$ cat src/rtl/tx_resp_scheduler.sv
// Round-robin scheduler serializing ALU (2-byte) and RF (1-byte) responses into the TX FIFO.
// Optional source-tag byte before each frame: define TX_RESP_TAG_EN.
module tx_resp_scheduler #(
   parameter int unsigned Data_width = 8
) (
   input  logic                      CLK,
   input  logic                      RST,
   input  logic                      alu_req,
   input  logic [2*Data_width-1:0]   alu_data,
   output logic                      alu_ack,
   input  logic                      rf_req,
   input  logic [Data_width-1:0]     rf_data,
   output logic                      rf_ack,
   input  logic                      FIFO_full,
   output logic [Data_width-1:0]     WR_DATA,
   output logic                      WR_INC,
   output logic                      busy
);

   localparam int unsigned DW = Data_width;
   localparam int unsigned CW = 2 * Data_width;

   typedef enum logic [2:0] {
      IDLE   = 3'd0,
      ALU_LO = 3'd1,
      ALU_HI = 3'd2,
      RF_B   = 3'd3
`ifdef TX_RESP_TAG_EN
      ,
      TAG    = 3'd4
`endif
   } state_t;

   state_t          state;
   logic            ptr_alu;
   logic [CW-1:0]   cap;
`ifdef TX_RESP_TAG_EN
   logic            tag_alu;
`endif

   logic            grant_alu;
   logic            grant_rf;

   // Pointer only matters when both sources request in the same IDLE cycle
   assign grant_alu = alu_req && (!rf_req || ptr_alu);
   assign grant_rf  = rf_req && !grant_alu;

   assign busy   = (state != IDLE);
   assign WR_INC = (state != IDLE) && !FIFO_full;

   always_comb begin
      WR_DATA = '0;
      case (state)
         ALU_LO:  WR_DATA = cap[DW-1:0];
         ALU_HI:  WR_DATA = cap[CW-1:DW];
         RF_B:    WR_DATA = cap[DW-1:0];
`ifdef TX_RESP_TAG_EN
         TAG:     WR_DATA = tag_alu ? DW'(8'hF1) : DW'(8'hF2);
`endif
         default: WR_DATA = '0;
      endcase
   end

   // Send states advance only on an accepted write, so a stalled byte stays on WR_DATA
   always_ff @(posedge CLK) begin
      if (RST) begin
         state   <= IDLE;
         ptr_alu <= 1'b1;
         cap     <= '0;
         alu_ack <= 1'b0;
         rf_ack  <= 1'b0;
`ifdef TX_RESP_TAG_EN
         tag_alu <= 1'b0;
`endif
      end else begin
         alu_ack <= 1'b0;
         rf_ack  <= 1'b0;
         case (state)
            IDLE: begin
               if (grant_alu) begin
                  cap     <= alu_data;
                  alu_ack <= 1'b1;
                  ptr_alu <= 1'b0;
`ifdef TX_RESP_TAG_EN
                  tag_alu <= 1'b1;
                  state   <= TAG;
`else
                  state   <= ALU_LO;
`endif
               end else if (grant_rf) begin
                  cap     <= CW'(rf_data);
                  rf_ack  <= 1'b1;
                  ptr_alu <= 1'b1;
`ifdef TX_RESP_TAG_EN
                  tag_alu <= 1'b0;
                  state   <= TAG;
`else
                  state   <= RF_B;
`endif
               end
            end
`ifdef TX_RESP_TAG_EN
            TAG: begin
               if (!FIFO_full) state <= tag_alu ? ALU_LO : RF_B;
            end
`endif
            ALU_LO: begin
               if (!FIFO_full) state <= ALU_HI;
            end
            ALU_HI: begin
               if (!FIFO_full) state <= IDLE;
            end
            RF_B: begin
               if (!FIFO_full) state <= IDLE;
            end
            default: state <= IDLE;
         endcase
      end
   end

endmodule

$ cat config.mk
export PLATFORM = sky130hd
export DESIGN_NAME = tx_resp_scheduler
export DESIGN_NICKNAME = d
export VERILOG_FILES = /design/src/rtl/tx_resp_scheduler.sv
export SDC_FILE = /design/constraint.sdc
export NUM_CORES = 1
export LEC_CHECK = 0
export CORE_ASPECT_RATIO = 0.8
export CORE_MARGIN = 2
export CORE_UTILIZATION = 40
export DETAILED_ROUTE_END_ITERATION = 10
export GPL_TIMING_DRIVEN = 1
export MAX_ROUTING_LAYER = met4
export PLACE_DENSITY = 0.76
export SETUP_SLACK_MARGIN = 0.15
export SLEW_MARGIN = 20
export SYNTH_ARGS = -nofsm -noshare
export SYNTH_HDL_FRONTEND = slang
export SYNTH_SLANG_ARGS = --single-unit
$ cat constraint.sdc
create_clock -name CLK -period 1.65 [get_ports CLK]
set_clock_uncertainty 0.2 [all_clocks]
set_input_delay 0.33 -clock CLK [delete_from_list [all_inputs] [get_ports CLK]]
set_output_delay 0.33 -clock CLK [all_outputs]
set_load 0.03 [all_outputs]
==> results.sh, run 1 <==
export IMPL_status="finished, violations left"
export IMPL_failed_checks="setup timing"
export IMPL_wl_um=3220
export IMPL_rsz0062_at_grt="true"
export IMPL_dr_total_vias=1127
export IMPL_ir_drop_mv=0.827
export IMPL_maxSlewViolCount=0
export IMPL_drt_antenna_violating_nets=0
export IMPL_layout_common_cells="clkdlybuf4s50_1 (28), dfxtp_1 (19), buf_6 (16)"
export IMPL_fillers=120
export IMPL_clkTransAtPathRegs_ns=0.12
export IMPL_grtUsageTotal_pct=26.4
export IMPL_synth_area_um2=935
export IMPL_cts_buffers=3
export IMPL_totalPowerFinal_mw=1.46
export IMPL_crit_path_end_kind="output port"
export IMPL_rows=15
export IMPL_wl_per_cell_um=16.3
export IMPL_clock_sinks=21
export IMPL_initial_core_util_pct=42.9
export IMPL_place_congestion=0.851
export IMPL_min_path_cells=1
export IMPL_port_buffers=40
export IMPL_drt_iter0_drc=40
export IMPL_required_ns=1.12
export IMPL_worst_slew_pin_slew_ns=0.262
export IMPL_grt_overflow=0
export IMPL_dr_pass1_iters=4
export IMPL_start_kind="flip-flop"
export IMPL_dieWidth_um=58.0
export IMPL_clock_path_buffers=2
export IMPL_cts_tree="done"
export IMPL_hold_violations=0
export IMPL_ys_seq_area_share_pct=45.0
export IMPL_place_hpwl_um=2190
export IMPL_ctsRootBufferMaster="clkbuf_4"
export IMPL_layout_commonest_cell="clkdlybuf4s50_1"
export IMPL_drc=0
export IMPL_synth_seq_cells=21
export IMPL_cts_htree_levels=1
export IMPL_synth_area_per_cell_um2=8.35
export IMPL_grt_pass1_vias=1149
export IMPL_nNetsFinal=203
export IMPL_worst_slack_ns=-0.0880
export IMPL_min_path_type="reg -> reg"
export IMPL_reg2reg_slack_ns=-0.06
export IMPL_r2r_cells=5
export IMPL_drv_cap=0
export IMPL_fin_crit_ns=1.74
export IMPL_multi_input_area_um2=721
export IMPL_critPathArrivalTime_ns=1.21
export IMPL_setup_viol_count_final=18
export IMPL_crit_fanout=5
export IMPL_insertion_delay_ns=0.31
export IMPL_power_per_cell_area_nw_per_um2=785
export IMPL_finish_instance_area_um2=1860
export IMPL_relSlewSlack_pct=82.4
export IMPL_synthCells=112
export IMPL_drive_above_1_share_pct=46.8
export IMPL_crit_type="reg -> out"
export IMPL_ff_latch_area_um2=428
export IMPL_ios=41
export IMPL_period_share_pct=105
export IMPL_vias_per_cell=5.69
export IMPL_core_area_um2=2180
export IMPL_leakage_nw=0.775
export IMPL_grt_max_degree=13
export IMPL_diodes=0
export IMPL_cts_hold_buffers=0
export IMPL_die_y_um=47.2
export IMPL_yosysWarningCount=0
export IMPL_antenna_found_initial=0
export IMPL_ys_types=21
export IMPL_die_area_um2=2740
export IMPL_fin_util_pct=85.3
export IMPL_post_dp_cell_area_um2=1550
export IMPL_grt_first_pass_wirelength_um=5080
export IMPL_area_delta_synth_final_pct=98.7
export IMPL_finalSetupTns_ns=-1.13
export IMPL_syn_nets=141
export IMPL_fmax_mhz=575
## layer usage
| metal | global-route usage, % | share of wire (%) | up-vias |
|---|---|---|---|
| met5 | - | 0 | - |
| met4 | 9.77 | 0.74 | 0 |
| met3 | 6.34 | 4.9 | 4 |
| met2 | 47.3 | 51 | 40 |
| met1 | 29.3 | 44 | 550 |
| li1 | - | - | 533 |
## flip-flops by register name, summed over array words and instances (netlist names)
register	cells
rf_ack	1
alu_ack	1
cap	16
ptr_alu	1
state	2
## what timing repair did
item                       4_1_cts  5_1_grt
buffers inserted                 3        2
gates resized for setup         61       10
hold endpoints to repair         0        0
pin swaps                       14        7
setup endpoints to repair       25       30
cloned                           1        0
## layout make-up
| type | instances | share of cell area (%) |
|---|---|---|
| clock buffer | 3 | 1.21 |
| inverter | 2 | 0.404 |
| clock inverter | 1 | 0.270 |
| sequential | 21 | 23.0 |
| timing repair buffer | 62 | 34.6 |
| multi-input combinational | 84 | 38.8 |
| tap | 25 | 1.68 |
## stage by stage
stage | hold WS, ns | instances | setup WS [ns]
after global placement | 0.262 | 188 | -0.303
after global routing | 0.330 | 198 | -0.132
final | 0.318 | 198 | -0.0880
after CTS | 0.312 | 196 | -0.0901
after detailed placement | 0.268 | 188 | -0.317
after floorplan | 0.224 | 112 | 0.145
## final timing paths
kind,start,endpoint
worst min-delay path,cap[8],cap[8]
worst min register to register,cap[8],cap[8]
worst max register to register,state[1],cap[5]
worst max-delay path,state[0],WR_DATA[1]
## power by group
part	internal (mW)	total [mW]	leakage [nW]	switching [mW]
Clock	0.0907	0.257	0.0177	0.166
Sequential	0.559	0.613	0.174	0.0546
Combinational	0.307	0.588	0.583	0.281
Total	0.956	1.46	0.775	0.502
## worst max-delay path, cell delays in order (launching register included)
cell,delay [ns]
dfxtp_4,0.45
buf_6,0.13
nand2_1,0.10
o21ai_4,0.08
buf_6,0.14
## Yosys cell counts
master	count	share of area, %
nand2_1	20	8.0
inv_1	2	0.80
a21oi_1	2	1.1
a31oi_1	7	4.7
a211o_1	1	0.94
o21ai_0	15	8.0
nand3_1	14	7.5
nand2b_1	1	0.67
a311oi_1	1	0.94
or2_2	1	0.67
nor2b_1	3	2.0
nor2_1	4	1.6
and4b_1	1	1.1
or3b_4	1	1.2
nor3b_2	2	2.7
dfxtp_1	21	45
clkbuf_1	5	2.0
nor3b_4	1	2.0
nor3_1	1	0.53
a22o_1	8	7.5
a221o_1	1	1.1
## kinds of logic after synthesis
logic type      after synthesis  share of synthesized area (%)
flops                        21                           45.0
buf+inv                       7                           2.81
compound gates               35                           24.2
simple gates                 49                           28.0
Note: power is estimated with default switching activity, not from simulation.
==> run 2, diff against run 1 <==
--- a/config.mk
+++ b/config.mk
@@ -9,7 +9,6 @@
 export CORE_MARGIN = 2
 export CORE_UTILIZATION = 40
 export DETAILED_ROUTE_END_ITERATION = 10
-export GPL_TIMING_DRIVEN = 1
 export MAX_ROUTING_LAYER = met4
 export PLACE_DENSITY = 0.76
 export SETUP_SLACK_MARGIN = 0.15
==> results of run 2 <==
Final layout, timing and power as in run 1 (identical DEF).
